===== config.mk =====
export PLATFORM = sky130hd
export DESIGN_NAME = cmos_rgb565_packer
export DESIGN_NICKNAME = d
export VERILOG_FILES = /design/src/rtl/cmos_rgb565_packer.sv
export SDC_FILE = /design/constraint.sdc
export NUM_CORES = 1
export LEC_CHECK = 0
export ABC_AREA = 0
export BUFFER_PORTS_ARGS = -buffer_cell sky130_fd_sc_hd__buf_2
export CAP_MARGIN = 20
export CORE_MARGIN = 2
export CORE_UTILIZATION = 52
export CTS_BUF_LIST = sky130_fd_sc_hd__clkbuf_4 sky130_fd_sc_hd__clkbuf_8 sky130_fd_sc_hd__clkbuf_16
export DETAILED_ROUTE_END_ITERATION = 16
export PLACE_DENSITY = 0.75
export SYNTH_ARGS = -nofsm -noshare
export SYNTH_HDL_FRONTEND = slang
export SYNTH_SLANG_ARGS = --single-unit

===== constraint.sdc =====
create_clock -name camera_pclk -period 2.1 [get_ports camera_pclk]
set_input_delay 0.21 -clock camera_pclk [delete_from_list [all_inputs] [get_ports camera_pclk]]
set_output_delay 0.21 -clock camera_pclk [all_outputs]
set_load 0.02 [all_outputs]

===== src/rtl/cmos_rgb565_packer.sv =====
// DVP byte stream to RGB565 packer: two bytes per pixel, four pixels per 64-bit DDR word.
// Capture is gated on init, sensor settle frames and frame alignment; malformed lines raise line_err.
module cmos_rgb565_packer #(
  parameter int H_PIXELS    = 640,
  parameter int V_LINES     = 480,
  parameter int SKIP_FRAMES = 10
) (
  input  logic        camera_pclk,
  input  logic        rst_n,
  input  logic        init_done,
  input  logic        camera_vsync,
  input  logic        camera_href,
  input  logic [7:0]  camera_data,
  output logic        ddr_wren,
  output logic [63:0] ddr_data_camera,
  output logic        frame_start,
  output logic        frame_done,
  output logic        line_err,
  output logic        capture_active
);

  typedef enum logic [1:0] {WAIT_INIT, SKIP, CAPTURE} state_t;

  localparam logic [11:0] H_CNT     = 12'(H_PIXELS);
  localparam logic [11:0] V_CNT     = 12'(V_LINES);
  localparam logic [11:0] LAST_LINE = 12'(V_LINES - 1);
  localparam logic [7:0]  SKIP_CNT  = 8'(SKIP_FRAMES);

  logic        init_s1_q, init_s_q;
  logic        vs_q, vs_qq, href_q, href_qq;
  logic [7:0]  data_q;

  state_t      state_q, state_d;
  logic [7:0]  skip_cnt_q, skip_cnt_d;
  logic        phase_q, phase_d;
  logic [7:0]  hi_q, hi_d;
  logic [1:0]  pix_cnt_q, pix_cnt_d;
  logic [11:0] line_pix_q, line_pix_d;
  logic [11:0] line_cnt_q, line_cnt_d;
  logic [47:0] word_q, word_d;
  logic        drop_line_q, drop_line_d;
  logic        ddr_wren_q, ddr_wren_d;
  logic [63:0] ddr_data_q, ddr_data_d;
  logic        frame_start_q, frame_start_d;
  logic        frame_done_q, frame_done_d;
  logic        line_err_q, line_err_d;

  logic        vs_rise, href_fall, start_frame, capture_now, line_in_frame;
  logic [15:0] pixel;

  assign vs_rise       = vs_q & ~vs_qq;
  assign href_fall     = href_qq & ~href_q;
  assign capture_now   = (state_q == CAPTURE) && init_s_q;
  assign line_in_frame = line_cnt_q < V_CNT;

  // NOTE: every signal written in an always_comb gets a default first, so no path can infer a latch.
  always_comb begin
    state_d     = state_q;
    skip_cnt_d  = skip_cnt_q;
    start_frame = 1'b0;
    unique case (state_q)
      WAIT_INIT: begin
        if (init_s_q) begin
          state_d    = SKIP;
          skip_cnt_d = 8'd0;
        end
      end
      SKIP: begin
        if (!init_s_q) begin
          state_d = WAIT_INIT;
        end else if (vs_rise) begin
          if (skip_cnt_q == SKIP_CNT) begin
            state_d     = CAPTURE;
            start_frame = 1'b1;
          end else begin
            skip_cnt_d = skip_cnt_q + 8'd1;
          end
        end
      end
      CAPTURE: begin
        // A dropping init wins over a coincident frame edge.
        if (!init_s_q) begin
          state_d = WAIT_INIT;
        end else if (vs_rise) begin
          start_frame = 1'b1;
        end
      end
      default: state_d = WAIT_INIT;
    endcase
  end

  always_comb begin
    phase_d       = phase_q;
    hi_d          = hi_q;
    pix_cnt_d     = pix_cnt_q;
    line_pix_d    = line_pix_q;
    line_cnt_d    = line_cnt_q;
    word_d        = word_q;
    drop_line_d   = drop_line_q;
    ddr_wren_d    = 1'b0;
    ddr_data_d    = ddr_data_q;
    frame_start_d = 1'b0;
    frame_done_d  = 1'b0;
    line_err_d    = line_err_q;
    pixel         = {hi_q, data_q};

    if (start_frame) begin
      // A frame edge in the middle of a line aborts it: the rest of that href is ignored.
      frame_start_d = 1'b1;
      line_cnt_d    = 12'd0;
      pix_cnt_d     = 2'd0;
      phase_d       = 1'b0;
      line_pix_d    = 12'd0;
      line_err_d    = href_q;
      drop_line_d   = href_q;
    end else if (!capture_now) begin
      phase_d     = 1'b0;
      pix_cnt_d   = 2'd0;
      line_pix_d  = 12'd0;
      drop_line_d = 1'b0;
    end else if (drop_line_q) begin
      if (!href_q) drop_line_d = 1'b0;
    end else if (href_q) begin
      if (!phase_q) begin
        hi_d    = data_q;
        phase_d = 1'b1;
      end else begin
        phase_d    = 1'b0;
        line_pix_d = line_pix_q + 12'd1;
        pix_cnt_d  = pix_cnt_q + 2'd1;
        word_d     = {word_q[31:0], pixel};
        if (pix_cnt_q == 2'd3 && line_in_frame) begin
          ddr_wren_d = 1'b1;
          ddr_data_d = {word_q, pixel};
        end
      end
    end else begin
      phase_d = 1'b0;
      if (href_fall) begin
        if (line_in_frame) begin
          if (phase_q || pix_cnt_q != 2'd0 || line_pix_q != H_CNT) line_err_d = 1'b1;
          if (line_cnt_q == LAST_LINE) frame_done_d = 1'b1;
          line_cnt_d = line_cnt_q + 12'd1;
        end
        pix_cnt_d  = 2'd0;
        line_pix_d = 12'd0;
      end
    end
  end

  // NOTE: sequential state uses non-blocking assignments so every flop samples pre-edge values.
  always_ff @(posedge camera_pclk or negedge rst_n) begin
    if (!rst_n) begin
      init_s1_q     <= 1'b0;
      init_s_q      <= 1'b0;
      vs_q          <= 1'b0;
      vs_qq         <= 1'b0;
      href_q        <= 1'b0;
      href_qq       <= 1'b0;
      data_q        <= 8'd0;
      state_q       <= WAIT_INIT;
      skip_cnt_q    <= 8'd0;
      phase_q       <= 1'b0;
      hi_q          <= 8'd0;
      pix_cnt_q     <= 2'd0;
      line_pix_q    <= 12'd0;
      line_cnt_q    <= 12'd0;
      word_q        <= 48'd0;
      drop_line_q   <= 1'b0;
      ddr_wren_q    <= 1'b0;
      ddr_data_q    <= 64'd0;
      frame_start_q <= 1'b0;
      frame_done_q  <= 1'b0;
      line_err_q    <= 1'b0;
    end else begin
      init_s1_q     <= init_done;
      init_s_q      <= init_s1_q;
      vs_q          <= camera_vsync;
      vs_qq         <= vs_q;
      href_q        <= camera_href;
      href_qq       <= href_q;
      data_q        <= camera_data;
      state_q       <= state_d;
      skip_cnt_q    <= skip_cnt_d;
      phase_q       <= phase_d;
      hi_q          <= hi_d;
      pix_cnt_q     <= pix_cnt_d;
      line_pix_q    <= line_pix_d;
      line_cnt_q    <= line_cnt_d;
      word_q        <= word_d;
      drop_line_q   <= drop_line_d;
      ddr_wren_q    <= ddr_wren_d;
      ddr_data_q    <= ddr_data_d;
      frame_start_q <= frame_start_d;
      frame_done_q  <= frame_done_d;
      line_err_q    <= line_err_d;
    end
  end

  assign ddr_wren        = ddr_wren_q;
  assign ddr_data_camera = ddr_data_q;
  assign frame_start     = frame_start_q;
  assign frame_done      = frame_done_q;
  assign line_err        = line_err_q;
  assign capture_active  = (state_q == CAPTURE);

endmodule


==> metrics.txt <==
drt wl/cell=16.3 um; Synth Warn #=0; CP Cell Sequence=inv_1, ha_4, nand3b_1, nand4_4, nor2_4, buf_4, buf_4, mux2_1; Main synth FF type=dfrtp_1; EDFF count, synth=0; Required @ worst endpoint=2.41 ns; GRT Resource Usage Total=0.212; Worst R2R Path Depth=8; DR vias=5048; crit path from=state_q[1]$_DFFE_PN0P_; largest net degree at the start of global routing=65; die width=122 um; first-pass GRT wire length=approximately 25000 um; Post-DRT Antenna Nets=0; commonest non-fill, non-tap cell in the layout=dfrtp_1; cell count after synthesis=624; CTS buffer count=17; sequential-to-total area share from yosys stat=0.608; worst-skew pair later-pin latency=0.43 ns; top routing layer in use=met4; met3 wire length=640 um; Fill cells=1035; clk sinks=176; Worst VDD drop=0.563 mV; Post-Synthesis Cell Area=a little over 7000 um^2; Largest stage delay, worst path=0.39 ns; Max-Cap Viols=0; DRC viols=0; worst-margin pin slew=0.614 ns; most frequent cells in the layout=176 x dfrtp_1, 165 x nand2_1, 80 x buf_2; Initial Utilization=0.528; Final Critical Period=about 2 ns; final WL=between 15000 and 20000 um; Storage cell area=4400 um^2; Crit Path Class=reg -> reg; Critical Path Most Common Cell=buf_4; Finish-stage setup viols=0; status=finished, final reports clean; Worst R2R Start=state_q[1]$_DFFE_PN0P_; die area=14900 um^2; Setup crit start kind=flop; DR vias/cell=5.43; routability congestion estimate=roughly 0.83; number of antenna diodes=0; CP Max Fanout=10; area growth from synthesis to layout=20.6%; Die H=between 100 and 150 um; Power Density=798 nW/um^2; clock slew at reported path FFs=0.07 ns; clk root buf=clkbuf_16; period utilization=0.942; ys async rst share=1.00; distinct cell type count after synthesis=54; Final Hold Fails=0; Synth Register Bits=176; Mean Syn Cell Area=11.6 um^2; multi-input logic area=2630 um^2; NumNets Final=759; number of DRC markers in iteration 0=approximately 380; CTS tree=built; DR WL met2=7360 um; GRT overflow=0; I/O pin cnt=82; initial antenna violation count=0; Post-Place Cells=877; post-DP HPWL=between 9000 and 10000 um; CP max stage cell=dfrtp_1; Worst Path Arrival=2.28 ns; Max Clock Skew=0.00721 ns; Final Instance Count excl. Fillers=929; fmax=505 MHz; P_leak=around 4.6 nW; Final Max Slew Viols=0; core area=approximately 14000 um^2; Pre-antenna DRT Iters=5; syn nets=647; RSZ-0062 raised after global routing=false; worst hold path class=in -> async; crit path capture type=flop; layout cells sized above 1=0.232; # H-tree levels=4; Slew headroom=0.591; Util after Layout=0.636; # rows=43; Buffers on Ports=81; vias in the first global route=4952; Clock Path Buffers=2; Post-Route M1 WL=6870 um
state kept, by name, summed over array words and instances, names as in the netlist:
signal           flops
data_q               8
ddr_data_camera     64
ddr_wren             1
drop_line_q          1
frame_done           1
frame_start          1
hi_q                 8
href_q               1
href_qq              1
init_s1_q            1
init_s_q             1
line_cnt_q          12
line_err             1
line_pix_q          12
phase_q              1
pix_cnt_q            2
skip_cnt_q           8
state_q              2
vs_q                 1
vs_qq                1
word_q              48
timing repair:
action	4_1_cts	5_1_grt
hold buffers	12	0
resized for setup	1	7
gates cloned	0	2
hold endpoints to repair	72	0
pin swaps	0	2
setup buffers	0	6
endpoints found under the setup margin	2	82
cell type report:
| class | instances | share of cell area |
|---|---|---|
| Tap cell | 180 | 0.0258 |
| Multi-Input combinational cell | 407 | 0.301 |
| Sequential cell | 176 | 0.504 |
| Clock buffer | 18 | 0.0503 |
| Inverter | 12 | 0.00516 |
| Timing Repair Buffer | 122 | 0.0971 |
| Clock inverter | 14 | 0.0166 |
critical path: cells and delay by family, from the launching register on:
family	cells	cell delay, ns
buffers and inverters	3	0.44
adder cells (fa/ha/maj)	1	0.22
AND/OR/NAND/NOR	3	0.47
multiplexers	1	0.35
flip-flops	1	0.39
report_power, final:
part / internal [mW] / switching (mW) / total, mW
Clock: 1.70 / 1.38 / 3.08
Combinational: 0.154 / 0.234 / 0.388
Sequential: 3.44 / 0.0635 / 3.50
Total: 5.29 / 1.68 / 6.97
final timing paths:
check / to / slack (ns)
min: skip_cnt_q[6]$_DFFE_PN0P_ / 0.35
max in group asynchronous: word_q[37]$_DFFE_PN0P_ / 1.08
min reg2reg: init_s_q$_DFF_PN0_ / 0.35
max: ddr_data_camera[12]$_DFFE_PN0P_ / 0.12
min in group camera_pclk: init_s_q$_DFF_PN0_ / 0.35
max reg2reg: ddr_data_camera[12]$_DFFE_PN0P_ / 0.12
synth_stat cells (all sizes together) (2+ instances only):
library cell,number,share of area
o31ai,4,0.0041
nand4b,2,0.0024
xor2,3,0.0036
o32ai,2,0.0024
mux2,72,0.11
nor3b,2,0.0021
a21o,2,0.0021
nor4,7,0.0081
mux2i,2,0.0028
and4,4,0.0048
o211ai,4,0.0041
a21oi,19,0.013
a41oi,4,0.0048
inv,12,0.0062
and3,7,0.0060
a21boi,5,0.0052
and3b,2,0.0024
nor3,7,0.0048
a22o,3,0.0036
nand4,6,0.0073
a31oi,3,0.0026
ha,10,0.017
nor2,13,0.0071
dfrtp,176,0.61
o21ai,14,0.0097
clkbuf,8,0.0043
buf,21,0.023
and2,3,0.0026
or4,4,0.0041
nor2b,6,0.0052
nand3,15,0.010
nand2,165,0.086
or3,6,0.0052
through the flow:
stage          power, mW  hold slack [ns]  setup WS, ns  setup TNS, ns  area, um^2
2_1_floorplan       3.73          -0.0856        0.0321              0        7240
3_3_place_gp        3.88            0.249         0.118              0        7910
3_5_place_dp        3.90            0.258       -0.0186        -0.0186        7910
4_1_cts             7.00            0.352        0.0356              0        8620
5_1_grt             7.22            0.366        0.0170              0        8730
6_report            6.97            0.350         0.121              0        8730
per-layer routing:
metal,global-route usage,vias to the layer above
met5,0,-
met4,0.0812,0
met3,0.0435,22
met2,0.327,120
met1,0.297,2530
li1,-,2376
kinds of logic after synthesis:
family          count (synthesis)  synth area share
simple gates                  251             0.160
flops                         176             0.608
mux                            74             0.115
compound gates                 68            0.0612
buf+inv                        41            0.0334
fa+ha+maj                      10            0.0173
xor+xnor                        4           0.00484
No activity file was read; power rests on OpenSTA's default activity.
